## src/rtl/aud_pkg.sv

```systemverilog
// -----------------------------------------------------------------------------
// aud_pkg
// Shared definitions for the audio resampler slice: default widths, the
// playback state encoding and the fixed-point "1.0" helper.
// -----------------------------------------------------------------------------
package aud_pkg;

  localparam int unsigned SAMPLE_W_DEF = 16;
  localparam int unsigned ADDR_W_DEF   = 20;
  localparam int unsigned CH_DEF       = 2;
  localparam int unsigned FRAC_W_DEF   = 8;
  localparam int unsigned INT_W_DEF    = 3;
  localparam int unsigned SRAM_LAT_DEF = 1;

  // Playback sequencer states
  typedef enum logic [2:0] {
    ST_IDLE    = 3'd0,
    ST_PAUSE   = 3'd1,
    ST_WAIT_LR = 3'd2,
    ST_FETCH   = 3'd3,
    ST_INTERP  = 3'd4
  } aud_state_e;

  // Unity step / phase increment for a given number of fractional bits
  function automatic logic [31:0] one_q(input int unsigned frac_w);
    one_q = 32'd1 << frac_w;
  endfunction

endpackage

```

## src/rtl/aud_lerp.sv

```systemverilog
// -----------------------------------------------------------------------------
// aud_lerp
// One registered linear-interpolation stage:
//   sample = A + (((B - A) * frac) >>> FRAC_W)   (floor), or A when hold_i.
// Ports:
//   i_clk, i_rst_n : clock, asynchronous active-low reset
//   a_i, b_i       : signed samples of the two neighbouring frames
//   frac_i         : unsigned fractional position between A and B
//   hold_i         : 1 = output A unchanged
//   sample_o       : registered result
// -----------------------------------------------------------------------------
module aud_lerp #(
  parameter int unsigned SAMPLE_W = 16,
  parameter int unsigned FRAC_W   = 8
) (
  input  logic                i_clk,
  input  logic                i_rst_n,
  input  logic [SAMPLE_W-1:0] a_i,
  input  logic [SAMPLE_W-1:0] b_i,
  input  logic [FRAC_W-1:0]   frac_i,
  input  logic                hold_i,
  output logic [SAMPLE_W-1:0] sample_o
);

  localparam int unsigned P_W = SAMPLE_W + FRAC_W + 2;

  logic [SAMPLE_W:0]         diff;
  logic signed [P_W-1:0]     prod;
  logic signed [P_W-1:0]     delta;
  logic [P_W-1:0]            sum_v;
  logic [SAMPLE_W-1:0]       sample_d;
  logic [SAMPLE_W-1:0]       sample_q;
  logic                      unused_hi;

  // Interpolation arithmetic; the low P_W bits of the two's-complement
  // product are exact, so the operands are simply extended to full width.
  always_comb begin
    diff  = {b_i[SAMPLE_W-1], b_i} - {a_i[SAMPLE_W-1], a_i};
    prod  = {{(FRAC_W+1){diff[SAMPLE_W]}}, diff} * {{(P_W-FRAC_W){1'b0}}, frac_i};
    delta = prod >>> FRAC_W;
    sum_v = {{(P_W-SAMPLE_W){a_i[SAMPLE_W-1]}}, a_i} + delta;
    if (hold_i) begin
      sample_d = a_i;
    end else begin
      // result lies between A and B, so the upper bits are pure sign
      sample_d = sum_v[SAMPLE_W-1:0];
    end
  end

  assign unused_hi = ^sum_v[P_W-1:SAMPLE_W];

  // Output register of the interpolation stage
  always_ff @(posedge i_clk or negedge i_rst_n) begin
    if (!i_rst_n) begin
      sample_q <= '0;
    end else begin
      sample_q <= sample_d;
    end
  end

  assign sample_o = sample_q;

endmodule

```

## src/rtl/aud_resampler.sv

```systemverilog
// -----------------------------------------------------------------------------
// aud_resampler
// N-channel playback resampler between the SRAM reader and the DAC player.
// A fractional phase accumulator walks interleaved frames inside a
// [start, stop] address window (forward or reverse, loop or one-shot). On
// every DAC LR rising edge it fetches frames idx and idx+1 for every channel,
// interpolates (or holds) and updates all channels at once.
// Ports:
//   i_clk, i_rst_n            : clock, asynchronous active-low reset
//   i_start / i_stop / i_pause: control pulses (stop > start > pause)
//   i_step                    : Q(INT_W.FRAC_W) playback rate
//   i_interp/i_reverse/i_loop : mode bits, latched at each LR edge
//   i_daclrck                 : DAC LR clock, rising edge = frame boundary
//   i_sram_data, o_sram_addr  : SRAM read port (SRAM_LAT cycles latency)
//   i_start_addr/i_stop_addr  : inclusive sample window
//   o_dac_data                : CH samples, ch0 in the LSBs
//   o_en                      : !i_daclrck
//   o_is_pause/o_busy/o_done  : status
// -----------------------------------------------------------------------------
module aud_resampler
  import aud_pkg::*;
#(
  parameter int unsigned SAMPLE_W = SAMPLE_W_DEF,
  parameter int unsigned ADDR_W   = ADDR_W_DEF,
  parameter int unsigned CH       = CH_DEF,
  parameter int unsigned FRAC_W   = FRAC_W_DEF,
  parameter int unsigned INT_W    = INT_W_DEF,
  parameter int unsigned SRAM_LAT = SRAM_LAT_DEF
) (
  input  logic                     i_clk,
  input  logic                     i_rst_n,
  input  logic                     i_start,
  input  logic                     i_stop,
  input  logic                     i_pause,
  input  logic [INT_W+FRAC_W-1:0]  i_step,
  input  logic                     i_interp,
  input  logic                     i_reverse,
  input  logic                     i_loop,
  input  logic                     i_daclrck,
  input  logic [SAMPLE_W-1:0]      i_sram_data,
  input  logic [ADDR_W-1:0]        i_start_addr,
  input  logic [ADDR_W-1:0]        i_stop_addr,
  output logic [ADDR_W-1:0]        o_sram_addr,
  output logic [CH*SAMPLE_W-1:0]   o_dac_data,
  output logic                     o_en,
  output logic                     o_is_pause,
  output logic                     o_busy,
  output logic                     o_done
);

  localparam int unsigned PH_W   = ADDR_W + FRAC_W;
  localparam int unsigned PHX_W  = PH_W + 1;
  localparam int unsigned STEP_W = INT_W + FRAC_W;
  localparam int unsigned NF_W   = ADDR_W + 1;
  localparam int unsigned CH_W   = (CH > 1) ? $clog2(CH) : 1;
  localparam int unsigned LAT_W  = (SRAM_LAT > 0) ? $clog2(SRAM_LAT + 1) : 1;

  aud_state_e              state_q, state_d;
  logic [PH_W-1:0]         phase_q, phase_d;
  logic [ADDR_W-1:0]       addr_q, addr_d;
  logic [CH*SAMPLE_W-1:0]  out_q, out_d;
  logic [STEP_W-1:0]       step_q, step_d;
  logic                    interp_q, interp_d;
  logic                    reverse_q, reverse_d;
  logic                    loop_q, loop_d;
  logic                    lrck_q;
  logic                    is_pause_q, is_pause_d;
  logic                    done_q, done_d;
  logic                    pend_q, pend_d;     // pause requested mid-frame
  logic                    end_q, end_d;       // one-shot end reached
  logic [CH_W-1:0]         fch_q, fch_d;       // channel being fetched
  logic                    fb_q, fb_d;         // 0 = reading A, 1 = reading B
  logic                    icyc_q, icyc_d;     // INTERP sub-cycle
  logic [LAT_W-1:0]        lat_q, lat_d;
  logic [SAMPLE_W-1:0]     a_q [CH];
  logic [SAMPLE_W-1:0]     a_d [CH];
  logic [SAMPLE_W-1:0]     b_q [CH];
  logic [SAMPLE_W-1:0]     b_d [CH];
  logic [SAMPLE_W-1:0]     lerp_out [CH];

  logic [NF_W-1:0]         win_len;
  logic [NF_W-1:0]         nframes;
  logic [ADDR_W-1:0]       idx;
  logic [ADDR_W-1:0]       b_idx;
  logic                    last_frame;
  logic [PHX_W-1:0]        ph_ext, step_ext, nf_fix, ph_wrap;
  logic                    ph_end;
  logic                    lr_rise;
  logic                    pend_eff;
  logic                    unused_ph;

  // Word address of channel ch of frame `frame` inside the window
  function automatic logic [ADDR_W-1:0] rd_addr(input logic [ADDR_W-1:0] base,
                                                input logic [ADDR_W-1:0] frame,
                                                input logic [CH_W-1:0]   ch);
    rd_addr = base + frame * ADDR_W'(CH) + ADDR_W'(ch);
  endfunction

  // Window geometry, neighbour frame selection and next phase
  always_comb begin
    win_len    = {1'b0, i_stop_addr} - {1'b0, i_start_addr} + NF_W'(1);
    nframes    = win_len / NF_W'(CH);
    idx        = phase_q[PH_W-1:FRAC_W];
    last_frame = ({1'b0, idx} == (nframes - NF_W'(1)));
    if (last_frame || !interp_q) begin
      b_idx = idx;
    end else begin
      b_idx = idx + ADDR_W'(1);
    end
    ph_ext   = {1'b0, phase_q};
    step_ext = PHX_W'(step_q);
    nf_fix   = {nframes, {FRAC_W{1'b0}}};
    ph_end   = 1'b0;
    if (!reverse_q) begin
      ph_wrap = ph_ext + step_ext;
      if (ph_wrap >= nf_fix) begin
        ph_wrap = ph_wrap - nf_fix;
        ph_end  = !loop_q;
      end else begin
        ph_end  = 1'b0;
      end
    end else begin
      if (ph_ext < step_ext) begin
        ph_wrap = ph_ext + nf_fix - step_ext;
        ph_end  = !loop_q;
      end else begin
        ph_wrap = ph_ext - step_ext;
        ph_end  = 1'b0;
      end
    end
  end

  assign unused_ph = ph_wrap[PH_W];
  assign lr_rise   = i_daclrck & ~lrck_q;

  // Sequencer: next state and all register next values
  always_comb begin
    state_d    = state_q;
    phase_d    = phase_q;
    addr_d     = addr_q;
    out_d      = out_q;
    step_d     = step_q;
    interp_d   = interp_q;
    reverse_d  = reverse_q;
    loop_d     = loop_q;
    is_pause_d = is_pause_q;
    done_d     = 1'b0;
    pend_d     = pend_q;
    end_d      = end_q;
    fch_d      = fch_q;
    fb_d       = fb_q;
    icyc_d     = icyc_q;
    lat_d      = lat_q;
    a_d        = a_q;
    b_d        = b_q;
    pend_eff   = pend_q;

    if (i_stop) begin
      state_d    = ST_IDLE;
      phase_d    = '0;
      addr_d     = '0;
      out_d      = '0;
      is_pause_d = 1'b1;
      pend_d     = 1'b0;
      end_d      = 1'b0;
    end else if (i_start) begin
      state_d    = ST_PAUSE;
      phase_d    = '0;
      out_d      = '0;
      is_pause_d = 1'b1;
      pend_d     = 1'b0;
      end_d      = 1'b0;
    end else begin
      // a pause arriving mid-frame is deferred until the frame is done
      if ((state_q == ST_FETCH) || (state_q == ST_INTERP)) begin
        pend_eff = pend_q ^ i_pause;
      end else begin
        pend_eff = pend_q;
      end
      pend_d = pend_eff;

      case (state_q)
        ST_IDLE: begin
          out_d = '0;
        end
        ST_PAUSE: begin
          out_d = '0;
          if (i_pause) begin
            is_pause_d = 1'b0;
            state_d    = ST_WAIT_LR;
          end else begin
            is_pause_d = 1'b1;
          end
        end
        ST_WAIT_LR: begin
          if (end_q) begin
            done_d     = 1'b1;
            end_d      = 1'b0;
            state_d    = ST_IDLE;
            out_d      = '0;
            addr_d     = '0;
            is_pause_d = 1'b1;
          end else if (i_pause) begin
            is_pause_d = 1'b1;
            state_d    = ST_PAUSE;
          end else if (lr_rise) begin
            step_d    = i_step;
            interp_d  = i_interp;
            reverse_d = i_reverse;
            loop_d    = i_loop;
            fch_d     = '0;
            fb_d      = 1'b0;
            lat_d     = '0;
            addr_d    = rd_addr(i_start_addr, idx, '0);
            state_d   = ST_FETCH;
          end else begin
            state_d = ST_WAIT_LR;
          end
        end
        ST_FETCH: begin
          if (lat_q == LAT_W'(SRAM_LAT)) begin
            lat_d = '0;
            if (!fb_q) begin
              a_d[fch_q] = i_sram_data;
              fb_d       = 1'b1;
              addr_d     = rd_addr(i_start_addr, b_idx, fch_q);
            end else begin
              b_d[fch_q] = i_sram_data;
              if (fch_q == CH_W'(CH - 1)) begin
                icyc_d  = 1'b0;
                state_d = ST_INTERP;
              end else begin
                fch_d  = fch_q + CH_W'(1);
                fb_d   = 1'b0;
                addr_d = rd_addr(i_start_addr, idx, fch_q + CH_W'(1));
              end
            end
          end else begin
            lat_d = lat_q + LAT_W'(1);
          end
        end
        ST_INTERP: begin
          if (!icyc_q) begin
            // lerp stage registers its result during this cycle
            icyc_d = 1'b1;
          end else begin
            for (int c = 0; c < CH; c++) begin
              out_d[c*SAMPLE_W +: SAMPLE_W] = lerp_out[c];
            end
            if (ph_end) begin
              end_d   = 1'b1;
              pend_d  = 1'b0;
              state_d = ST_WAIT_LR;
            end else if (pend_eff) begin
              phase_d    = ph_wrap[PH_W-1:0];
              pend_d     = 1'b0;
              is_pause_d = 1'b1;
              state_d    = ST_PAUSE;
            end else begin
              phase_d = ph_wrap[PH_W-1:0];
              state_d = ST_WAIT_LR;
            end
          end
        end
        default: begin
          state_d = ST_IDLE;
        end
      endcase
    end
  end

  // State and datapath registers
  always_ff @(posedge i_clk or negedge i_rst_n) begin
    if (!i_rst_n) begin
      state_q    <= ST_IDLE;
      phase_q    <= '0;
      addr_q     <= '0;
      out_q      <= '0;
      step_q     <= '0;
      interp_q   <= 1'b0;
      reverse_q  <= 1'b0;
      loop_q     <= 1'b0;
      lrck_q     <= 1'b0;
      is_pause_q <= 1'b1;
      done_q     <= 1'b0;
      pend_q     <= 1'b0;
      end_q      <= 1'b0;
      fch_q      <= '0;
      fb_q       <= 1'b0;
      icyc_q     <= 1'b0;
      lat_q      <= '0;
      for (int c = 0; c < CH; c++) begin
        a_q[c] <= '0;
        b_q[c] <= '0;
      end
    end else begin
      state_q    <= state_d;
      phase_q    <= phase_d;
      addr_q     <= addr_d;
      out_q      <= out_d;
      step_q     <= step_d;
      interp_q   <= interp_d;
      reverse_q  <= reverse_d;
      loop_q     <= loop_d;
      lrck_q     <= i_daclrck;
      is_pause_q <= is_pause_d;
      done_q     <= done_d;
      pend_q     <= pend_d;
      end_q      <= end_d;
      fch_q      <= fch_d;
      fb_q       <= fb_d;
      icyc_q     <= icyc_d;
      lat_q      <= lat_d;
      a_q        <= a_d;
      b_q        <= b_d;
    end
  end

  for (genvar g = 0; g < CH; g++) begin : g_lerp
    aud_lerp #(
      .SAMPLE_W (SAMPLE_W),
      .FRAC_W   (FRAC_W)
    ) u_lerp (
      .i_clk    (i_clk),
      .i_rst_n  (i_rst_n),
      .a_i      (a_q[g]),
      .b_i      (b_q[g]),
      .frac_i   (phase_q[FRAC_W-1:0]),
      .hold_i   (!interp_q),
      .sample_o (lerp_out[g])
    );
  end

  assign o_sram_addr = addr_q;
  assign o_dac_data  = out_q;
  assign o_en        = !i_daclrck;
  assign o_is_pause  = is_pause_q;
  assign o_busy      = (state_q != ST_IDLE);
  assign o_done      = done_q;

endmodule

```

## config.mk

```make
export PLATFORM = sky130hd
export DESIGN_NAME = aud_resampler
export DESIGN_NICKNAME = d
export VERILOG_FILES = /design/src/rtl/aud_pkg.sv /design/src/rtl/aud_lerp.sv /design/src/rtl/aud_resampler.sv
export SDC_FILE = /design/constraint.sdc
export NUM_CORES = 2
export LEC_CHECK = 0
export BUFFER_PORTS_ARGS = -buffer_cell sky130_fd_sc_hd__buf_2
export CORE_ASPECT_RATIO = 1.1
export CORE_MARGIN = 2
export CORE_UTILIZATION = 45
export CTS_CLUSTER_DIAMETER = 120
export DETAILED_ROUTE_END_ITERATION = 6
export GPL_TIMING_DRIVEN = 1
export PLACE_DENSITY = 0.61
export REMOVE_ABC_BUFFERS = 1
export SLEW_MARGIN = 15
export SYNTH_ARGS = -nofsm -noshare
export SYNTH_HDL_FRONTEND = slang
export SYNTH_SLANG_ARGS = --single-unit
```

## constraint.sdc

```tcl
create_clock -name i_clk -period 10.7 [get_ports i_clk]
set_clock_uncertainty 0.05 [all_clocks]
set_input_delay 1.605 -clock i_clk [delete_from_list [all_inputs] [get_ports i_clk]]
set_output_delay 1.605 -clock i_clk [all_outputs]
set_load 0.005 [all_outputs]
```

==> flow_summary.toml <==
[clock_network]
clockBufferDepth = 3
post_cts_resized = 0
postCtsSetupBuffers = 0
clock_latency_ns = 0.60
cts_tree = "yes"
numCtsBuffers = 27
cts.htree.levels = 1
clock_sinks = 202
postCtsHoldBufs = 0
clk_pin_slew_worst_paths_ns = 0.06
root_buffer = "clkbuf_16"

[power_and_ir_drop]
pwr-share-clk_pct = 36.6
combPwrFrac_pct = 34.3
pwr-share-seq_pct = 29.1
p_per_area_nw_per_um2 = 84.6
switchingPower_mw = 0.966
p_int_mw = 1.71
finalPower_mw = 2.67
p_leak_nw = 15.4
peakVddDrop_mv = 0.127
switching_share_pct = 36.1

[sta]
setup_viol = 0
finalCritPeriodShare_pct = 89.7
hold_slack_ns = 0.424
fin_tns_setup_ns = 0
worst_pin_slew_ns = 1.15
rsz0062_at_grt = "no"
fmax_mhz = 104
report.final.hold_viol_count = 0
maxSlewViolCount = 0
min_period_ns = 9.60
slew_headroom_pct = 23.3

[critical_path]
critPathRequiredTime_ns = 11.13
crit_path_top_delay_cell = "xnor2_1"
crit_path_frequent_cell = "xnor2_1"
setup.worst_path.start = "a_q[17]$_DFFE_PN0P_"
startpoint_type = "register"
criticalPathCategory = "register to register"
path_max_fanout = 8
critPathMaxStageDelay_ns = 0.54
r2r_start = "a_q[17]$_DFFE_PN0P_"
arrival_ns = 10.03
crit_path_end_kind = "register"

[floorplan]
die-area_um2 = 66800
start_util_pct = 45.6
core_um2 = 63800
die_h_um = 271
die_w_um = 247
num_rows = 97
ios = 132

[routing]
routed-via-count = 24800
dr.pass1.iters = 5
post-route-drc-count = 0
postRouteAntennaNets = 0
drt-vias-per-instance = 5.56
initialDrtViolationCount = 1370
wl_per_cell_um = 18.8
routed_wl_um = 83600

[finish]
final_area_um2 = 31600
final_util_pct = 49.5
fillers = 6382
syn2layout_area_growth_pct = 8.55
drive_gt1_share_pct = 9.48
nNetsFinal = 4200

[run_status]
outcome = "complete, no violations"

[worst_hold_path]
hold_class = "register to register"
min-delay-start = "o_dac_data[5]$_DFFE_PN0P_"

[global_route]
grt_start_max_net_pins = 70
antenna_found_initial = 11
track_usage_pct = 25.5
grt_pass1_vias = 25200
grt_pass1_wl_um = 136000
gr-total-overflow = 0

[place]
place_area_um2 = 30700
port_buffers = 131
place_congestion = 0.952
dp_hpwl_um = 65900

[logic_synthesis]
ys_seq_area_share_pct = 17.4
synth.ff_latch_count = 202
syn_inst = 3517
synth_warnings = 0
ys.flop_type = "dfrtp_1"
netlist_area_um2 = 29100
synth_enable_flop_cells = 0
syn_area_per_cell_um2 = 8.28
synth-async-reset-ratio_pct = 100
synth.distinct_cells = 101

[run]
drv_cap = 0
[cell usage in the layout, fill, tap and decap left out, types with 12 or more instances in the layout]
cell type and count:
a211oi_1 32, a21o_1 46, a21oi_1 148, a31oi_1 33, and2_1 147, and3_1 32, buf_2 130, buf_4 40
clkbuf_16 27, dfrtp_1 199, fa_1 224, ha_1 310, inv_1 482, mux2_2 70, mux2i_1 14, nand2_1 355
nand2b_1 26, nand3_1 79, nand3b_1 12, nand4_1 37, nor2_1 213, nor2b_1 26, nor3_1 83, nor4_1 30
o211ai_1 28, o21a_1 35, o21ai_0 186, o21bai_1 25, or2_2 14, or3_1 28, xnor2_1 173, xor2_1 63
[area by class of cell]
cell class / instances / area (um^2) / area share, %
antenna: 3 / 7.51 / 0.0238
clock buffer: 33 / 728 / 2.30
clock inverter: 15 / 214 / 0.677
inverter: 488 / 1830 / 5.80
multi-input combinational: 2700 / 21800 / 68.8
sequential: 202 / 5060 / 16.0
tap: 841 / 1050 / 3.33
timing repair buffer: 171 / 966 / 3.06
[Yosys cell counts, types with 70 or more instances]
library cell | number | area (um^2)
dfrtp_1 | 201 | 5030
nor3_1 | 85 | 425
o21ai_0 | 186 | 931
fa_1 | 224 | 4480
a21oi_1 | 148 | 741
nand2_1 | 355 | 1330
xnor2_1 | 173 | 1520
mux2_2 | 70 | 788
clkbuf_1 | 106 | 398
nand3_1 | 79 | 395
and2_1 | 147 | 920
ha_1 | 310 | 3880
inv_1 | 482 | 1810
nor2_1 | 214 | 803
[worst max-delay path: cells and delay by family, from the launching register on]
kind                     cells  cell delay (ns)
XOR/XNOR                     5             1.19
AND/OR/NAND/NOR             10             1.30
adder cells (fa/ha/maj)      7             3.00
AO/OA/AOI/OAI               14             3.29
flip-flops                   1             0.40
buffers and inverters        4             0.26
[state kept, by name (all words and copies together), names as in the netlist, 3 cells and up]
signal	flops
state_q	3
a_q	32
step_q	11
phase_q	28
o_dac_data	32
b_q	32
o_sram_addr	20
g_lerp.u_lerp.sample_o	32
[cell families after synthesis]
logic type,synth area share [%]
simple gates,19.2
compound gates,16.0
buf+inv,8.06
fa+ha+maj,28.8
xor+xnor,7.39
flops,17.4
mux,3.23
[through the flow]
stage | setup slack [ns] | cells
2_1_floorplan | 1.65 | 3390
3_3_place_gp | 1.26 | 4402
3_5_place_dp | 1.17 | 4402
4_1_cts | 1.07 | 4450
5_1_grt | 0.118 | 4450
6_report | 1.10 | 4453
[routing by layer]
metal | global-route usage [%] | part of all wire [%] | vias up
met3 | 3.53 | 5.3 | 182
met2 | 45.3 | 50 | 554
met1 | 31.4 | 41 | 11900
met5 | 0 | 0.11 | -
li1 | - | - | 12100
met4 | 8.28 | 3.6 | 14
[power groups by stage]
stage / Clock, mW / Sequential (mW) / Combinational, mW
6_report: 0.979 / 0.778 / 0.916
5_1_grt: 1.04 / 0.779 / 1.01
4_1_cts: 1.00 / 0.778 / 0.907
3_5_place_dp: 0 / 0.792 / 0.902
3_3_place_gp: 0 / 0.792 / 0.901
2_1_floorplan: 0 / 0.791 / 0.647
[final timing paths]
kind,endpoint,slack (ns),cells past startpoint
max reg2reg,g_lerp[0].u_lerp.sample_o[15]$_DFF_PN0_,1.10,40
min reg2reg,o_dac_data[5]$_DFFE_PN0P_,0.42,2
min,o_dac_data[5]$_DFFE_PN0P_,0.42,2
min in group asynchronous,phase_q[23]$_DFFE_PN0P_,0.96,1
max in group asynchronous,interp_q$_DFFE_PN0P_,8.30,2
max,g_lerp[0].u_lerp.sample_o[15]$_DFF_PN0_,1.10,40
No activity file was read; power rests on OpenSTA's default activity.
